[src/rtl/clock_pkg.sv]
// Shared clock types: time-of-day struct, alarm ring-state encoding and field limits.
package clock_pkg;

  localparam logic [6:0] SEC_MAX  = 7'd59;
  localparam logic [6:0] MIN_MAX  = 7'd59;
  localparam logic [6:0] HOUR_MAX = 7'd23;

  typedef struct packed {
    logic [6:0] hour;
    logic [6:0] min;
    logic [6:0] sec;
  } clock_time_t;

  typedef enum logic [1:0] {
    RING_IDLE    = 2'd0,
    RING_RINGING = 2'd1,
    RING_SNOOZE  = 2'd2
  } ring_state_e;

endpackage

[src/rtl/time_add_min.sv]
// Combinational time + N_MIN minutes; minutes wrap at 60 with carry, hours wrap at 24.
module time_add_min
  import clock_pkg::*;
#(
  parameter int unsigned N_MIN = 5
) (
  input  logic [6:0] sec,
  input  logic [6:0] min,
  input  logic [6:0] hour,
  output logic [6:0] sum_sec,
  output logic [6:0] sum_min,
  output logic [6:0] sum_hour
);

  logic [7:0] min_raw;
  logic [7:0] min_wrap;
  logic [7:0] hour_raw;
  logic [7:0] hour_wrap;
  logic       carry;

  always_comb begin
    min_raw   = {1'b0, min} + 8'(N_MIN);
    min_wrap  = min_raw - 8'd60;
    carry     = (min_raw > {1'b0, MIN_MAX});
    hour_raw  = {1'b0, hour} + {7'd0, carry};
    hour_wrap = hour_raw - 8'd24;
    sum_sec   = sec;
    sum_min   = carry ? min_wrap[6:0] : min_raw[6:0];
    sum_hour  = (hour_raw > {1'b0, HOUR_MAX}) ? hour_wrap[6:0] : hour_raw[6:0];
  end

endmodule

[src/rtl/alarm_ring_ctrl.sv]
// Alarm ring sequencer: match detect, bounded snooze/re-ring loop, ring timeout.
// Optional ALARM_RING_PULSE_EN: ring toggles on each tick while RINGING (0.5 Hz beep).
module alarm_ring_ctrl
  import clock_pkg::*;
#(
  parameter int unsigned SNOOZE_MIN     = 5,
  parameter int unsigned RING_TIMEOUT_S = 60,
  parameter int unsigned MAX_SNOOZE     = 3
) (
  input  logic       clk,
  input  logic       reset,
  input  logic       tick_1hz,
  input  logic [6:0] cur_sec,
  input  logic [6:0] cur_min,
  input  logic [6:0] cur_hour,
  input  logic [6:0] alm_sec,
  input  logic [6:0] alm_min,
  input  logic [6:0] alm_hour,
  input  logic       alm_en,
  input  logic       stop_btn,
  input  logic       snooze_btn,
  output logic       ring,
  output logic       snoozing,
  output logic [2:0] snooze_cnt,
  output logic [1:0] state
);

  ring_state_e st;
  clock_time_t target;
  clock_time_t cur_t;
  clock_time_t alm_t;
  clock_time_t tgt_next;
  logic [6:0]  tmo_cnt;
  logic        alm_match;
  logic        tgt_hit;
  logic        snooze_ok;
  logic        tmo_hit;

  assign cur_t = '{hour: cur_hour, min: cur_min, sec: cur_sec};
  assign alm_t = '{hour: alm_hour, min: alm_min, sec: alm_sec};

  time_add_min #(.N_MIN(SNOOZE_MIN)) u_snooze_add (
    .sec      (cur_sec),
    .min      (cur_min),
    .hour     (cur_hour),
    .sum_sec  (tgt_next.sec),
    .sum_min  (tgt_next.min),
    .sum_hour (tgt_next.hour)
  );

  assign alm_match = tick_1hz && alm_en && (cur_t == alm_t);
  assign tgt_hit   = tick_1hz && (cur_t == target);
  assign snooze_ok = snooze_btn && (snooze_cnt < 3'(MAX_SNOOZE));
  // Expires on the RING_TIMEOUT_S-th tick after entry; the entry tick itself is not counted.
  assign tmo_hit   = tick_1hz && (tmo_cnt == 7'(RING_TIMEOUT_S - 1));
  assign state     = st;

  always_ff @(posedge clk or negedge reset) begin
    if (!reset) begin
      st         <= RING_IDLE;
      ring       <= 1'b0;
      snoozing   <= 1'b0;
      snooze_cnt <= 3'd0;
      tmo_cnt    <= 7'd0;
      target     <= '0;
    end else if (!alm_en) begin
      st         <= RING_IDLE;
      ring       <= 1'b0;
      snoozing   <= 1'b0;
      snooze_cnt <= 3'd0;
      tmo_cnt    <= 7'd0;
    end else begin
      case (st)
        RING_IDLE: begin
          if (alm_match && !stop_btn) begin
            st         <= RING_RINGING;
            ring       <= 1'b1;
            snooze_cnt <= 3'd0;
            tmo_cnt    <= 7'd0;
          end
        end
        RING_RINGING: begin
          if (stop_btn || (!snooze_ok && tmo_hit)) begin
            st         <= RING_IDLE;
            ring       <= 1'b0;
            snooze_cnt <= 3'd0;
            tmo_cnt    <= 7'd0;
          end else if (snooze_ok) begin
            st         <= RING_SNOOZE;
            ring       <= 1'b0;
            snoozing   <= 1'b1;
            snooze_cnt <= snooze_cnt + 3'd1;
            target     <= tgt_next;
          end else if (tick_1hz) begin
            tmo_cnt <= tmo_cnt + 7'd1;
`ifdef ALARM_RING_PULSE_EN
            ring    <= ~ring;
`endif
          end
        end
        RING_SNOOZE: begin
          if (stop_btn) begin
            st         <= RING_IDLE;
            snoozing   <= 1'b0;
            snooze_cnt <= 3'd0;
          end else if (tgt_hit) begin
            st       <= RING_RINGING;
            ring     <= 1'b1;
            snoozing <= 1'b0;
            tmo_cnt  <= 7'd0;
          end
        end
        default: begin
          st       <= RING_IDLE;
          ring     <= 1'b0;
          snoozing <= 1'b0;
        end
      endcase
    end
  end

endmodule

[config.mk]
export PLATFORM = sky130hd
export DESIGN_NAME = alarm_ring_ctrl
export DESIGN_NICKNAME = d
export VERILOG_FILES = /design/src/rtl/clock_pkg.sv /design/src/rtl/time_add_min.sv /design/src/rtl/alarm_ring_ctrl.sv
export SDC_FILE = /design/constraint.sdc
export NUM_CORES = 1
export LEC_CHECK = 0
export CAP_MARGIN = 20
export CORE_MARGIN = 2
export CORE_UTILIZATION = 45
export DETAILED_ROUTE_END_ITERATION = 7
export PLACE_DENSITY = 0.75
export REMOVE_ABC_BUFFERS = 1
export SLEW_MARGIN = 5
export SYNTH_ARGS = -nofsm -noshare
export SYNTH_HDL_FRONTEND = slang
export SYNTH_SLANG_ARGS = --single-unit
[constraint.sdc]
create_clock -name clk -period 4.5 [get_ports clk]
set_clock_uncertainty 0.1 [all_clocks]
set_input_delay 0.9 -clock clk [delete_from_list [all_inputs] [get_ports clk]]
set_output_delay 0.9 -clock clk [all_outputs]
set_load 0.05 [all_outputs]
==> impl_metrics.env <==
export IMPL_cp_required_ns=4.55
export IMPL_grt_pass1_wl_um=10200
export IMPL_placed_area_um2=3140
export IMPL_initial_core_util=0.463
export IMPL_port_buffers=54
export IMPL_relSlewSlack=0.367
export IMPL_placed_cells=408
export IMPL_grt_use_met1=0.278
export IMPL_avgSynthCellArea_um2=8.80
export IMPL_cts_max_path_buffers=2
export IMPL_layout_drive_gt1_share=0.0671
export IMPL_synth_compound_area_frac=0.133
export IMPL_area_delta_synth_final_pct=28.0
export IMPL_drv_cap=0
export IMPL_numClockSinks=35
export IMPL_root_buffer="clkbuf_8"
export IMPL_timing_critical_path_mode_cell="ha_1"
export IMPL_cts_setup_buffers=0
export IMPL_critical_path_class="input port to flop"
export IMPL_run_status="completed"
export IMPL_grt_pass1_vias=2192
export IMPL_synth_top_family_by_area="simple AND/OR/NAND/NOR gates"
export IMPL_r2r_start="tmo_cnt[0]$_DFFE_PN0P_"
export IMPL_max_freq_mhz=242
export IMPL_async_reset_ff_frac=1.00
export IMPL_synth_cell_type_count=46
export IMPL_grt_max_degree=36
export IMPL_rows=27
export IMPL_grtUsageMet3=0.0398
export IMPL_rsz0062_at_grt="no"
export IMPL_final_antenna_net_count=0
export IMPL_reg2reg_depth=7
export IMPL_synth_simple_area_share=0.213
export IMPL_p_leak_uw=0.00138
export IMPL_yosys_area_share_adder=0.0444
export IMPL_viasPerCell=5.41
export IMPL_fin_ws_ns=0.370
export IMPL_hold_buffers=0
export IMPL_track_usage=0.207
export IMPL_dr_pass1_iters=4
export IMPL_syn_area_um2=2530
export IMPL_yosysTopAreaCellShare=0.346
export IMPL_fin_util=0.593
export IMPL_worstMarginPinSlew_ns=0.946
export IMPL_core_area_um2=5470
export IMPL_cp_cell_sequence="clkdlybuf4s50_1 -> ha_1 -> xnor2_1 -> ha_1 -> a21boi_0 -> nand4b_1 -> nand4_2 -> ha_1 -> ha_1 -> nand3_1 -> xnor2_2 -> a21oi_1 -> o21ai_0 -> a21boi_0 -> o21ai_0"
export IMPL_insertedDiodeCount=0
export IMPL_synth_top_area_cell="dfrtp_1"
export IMPL_htree_levels=2
export IMPL_critPathCaptureType="flop"
export IMPL_fin_nets=400
export IMPL_crit_fanout=5
export IMPL_gr_usage_met2=0.334
export IMPL_setup_worst_path_start="cur_min[1]"
export IMPL_crit_end="target[19]$_DFFE_PN0P_"
export IMPL_fin_crit_sh=0.918
export IMPL_rrSetupSlack_ns=2.35
export IMPL_final_cell_area_um2=3240
export IMPL_ys_seq_area_frac=0.346
export IMPL_ys_warn_count=0
export IMPL_report_final_slew_viol_count=0
export IMPL_place_ws_ns=-0.00792
export IMPL_gp_congestion=0.896
export IMPL_syn_inst=288
export IMPL_fp_dieH_um=79.0
export IMPL_wl_um=6080
export IMPL_hpwlAfterDp_um=4630
export IMPL_insertion_delay_ns=0.29
export IMPL_cts_resized_gates=0
export IMPL_synthFlopType="dfrtp_1"
export IMPL_dieWidth_um=79.0
export IMPL_grt_ovfl_total=0
export IMPL_cp_slowest_cell="clkdlybuf4s50_1"
export IMPL_worst_r2r_endpoint="snooze_cnt[0]$_DFFE_PN0P_"
export IMPL_arrival_ns=4.18
export IMPL_power_density_nw_per_um2=218
export IMPL_synth_seq_cells=35
export IMPL_drt_iter0_drc=102
export IMPL_top_usage_layer="met2"
export IMPL_wire_per_inst_um=14.7
export IMPL_clkTransAtPathRegs_ns=0.07
export IMPL_power_uw=707
export IMPL_hold_path_class="flop to flop"
export IMPL_ir_drop_v=0.000142
export IMPL_n_fill_cell=519
export IMPL_final_cells=415
export IMPL_synth_edf_count=0
export IMPL_dieArea_um2=6250
export IMPL_synthMuxAreaShare=0.0257
export IMPL_antenna_found_initial=0
export IMPL_critPathMaxStageDelay_ns=0.52
export IMPL_num_io_pins=55
export IMPL_report_final_hold_viol_count=0
export IMPL_yosys_top_cells_area="dfrtp_1, xnor2_1, xor2_1"
export IMPL_vias=2244
export IMPL_crit_path_start_kind="input port"
export IMPL_finalSetupViolations=0
export IMPL_cts_tree="yes"
export IMPL_post_route_min_period_ns=4.13
export IMPL_synthXorXnorAreaFrac=0.194
export IMPL_route_detailed_drc=0
export IMPL_cts_inserted_buffers=5
## power by group
| part | switching, uW | total (uW) | internal, uW |
|---|---|---|---|
| Combinational | 74.9 | 158 | 83.1 |
| Sequential | 1.92 | 319 | 317 |
| Clock | 110 | 230 | 120 |
| Total | 187 | 707 | 520 |
## synth_stat cells, drive strengths merged, types with 5 or more instances
library cell,count
nand4,6
nand2,52
dfrtp,35
buf,6
mux2i,5
xnor2,31
nor4,7
clkbuf,6
nand3,12
nor2,9
a21oi,6
ha,9
and3,5
inv,11
o21ai,18
xor2,25
## metal layers
| layer | vias up | routed length [um] |
|---|---|---|
| li1 | 1112 | - |
| met1 | 1057 | 2870 |
| met2 | 64 | 2820 |
| met3 | 11 | 284 |
| met4 | 0 | 108 |
| met5 | - | 0 |
## cell usage in the layout (no fill, tap or decap), drive strengths merged, types with 7 or more instances in the layout
cell type | Yosys | routed
clkdlybuf4s50 | 0 | 54
dfrtp | 35 | 35
ha | 9 | 9
inv | 11 | 11
nand2 | 52 | 52
nand3 | 12 | 12
nor2 | 9 | 9
nor4 | 7 | 7
o21ai | 18 | 18
xnor2 | 31 | 31
xor2 | 25 | 25
## cell families after synthesis
| logic type | Yosys count |
|---|---|
| fa+ha+maj | 9 |
| simple gates | 109 |
| xor+xnor | 56 |
| mux | 6 |
| compound gates | 50 |
| buf+inv | 23 |
| flops | 35 |
## layout make-up
type / instances / area, um2 / area share
clock inverters: 1 / 5.00 / 0.00154
inverters: 11 / 41.3 / 0.0127
flip-flops and latches: 35 / 876 / 0.270
clock buffers: 6 / 82.6 / 0.0255
repair buffers: 60 / 586 / 0.180
multi-input cells: 230 / 1560 / 0.482
well taps: 72 / 90.1 / 0.0278
## worst max-delay path, delay by kind of cell
kind                     cells  cell delay [ns]
AO/OA/AOI/OAI                5             0.88
adder cells (fa/ha/maj)      4             1.01
XOR/XNOR                     2             0.46
buffers and inverters        1             0.52
AND/OR/NAND/NOR              3             0.40
## worst min path at each step
| stage | start | cells past startpoint | slack (ns) | end |
|---|---|---|---|---|
| 6_report | target[5]$_DFFE_PN0P_ | 2 | 0.40 | target[5]$_DFFE_PN0P_ |
| 5_1_grt | target[1]$_DFFE_PN0P_ | 2 | 0.42 | target[1]$_DFFE_PN0P_ |
| 4_1_cts | target[5]$_DFFE_PN0P_ | 2 | 0.40 | target[5]$_DFFE_PN0P_ |
| 3_5_place_dp | target[3]$_DFFE_PN0P_ | 2 | 0.38 | target[3]$_DFFE_PN0P_ |
| 3_3_place_gp | target[3]$_DFFE_PN0P_ | 2 | 0.38 | target[3]$_DFFE_PN0P_ |
| 2_1_floorplan | target[2]$_DFFE_PN0P_ | 2 | 0.37 | target[2]$_DFFE_PN0P_ |
## registers in the layout (all words and copies together), names as in the netlist
| signal | cells |
|---|---|
| ring | 1 |
| snooze_cnt | 3 |
| snoozing | 1 |
| state | 2 |
| target | 21 |
| tmo_cnt | 7 |
## through the flow
stage | TNS [ns] | hold slack [ns]
finish | 0 | 0.395
global route | 0 | 0.421
CTS | 0 | 0.400
detailed placement | -0.00792 | 0.384
global placement | 0 | 0.379
floorplan | 0 | 0.365
No activity file was read; power rests on OpenSTA's default activity.
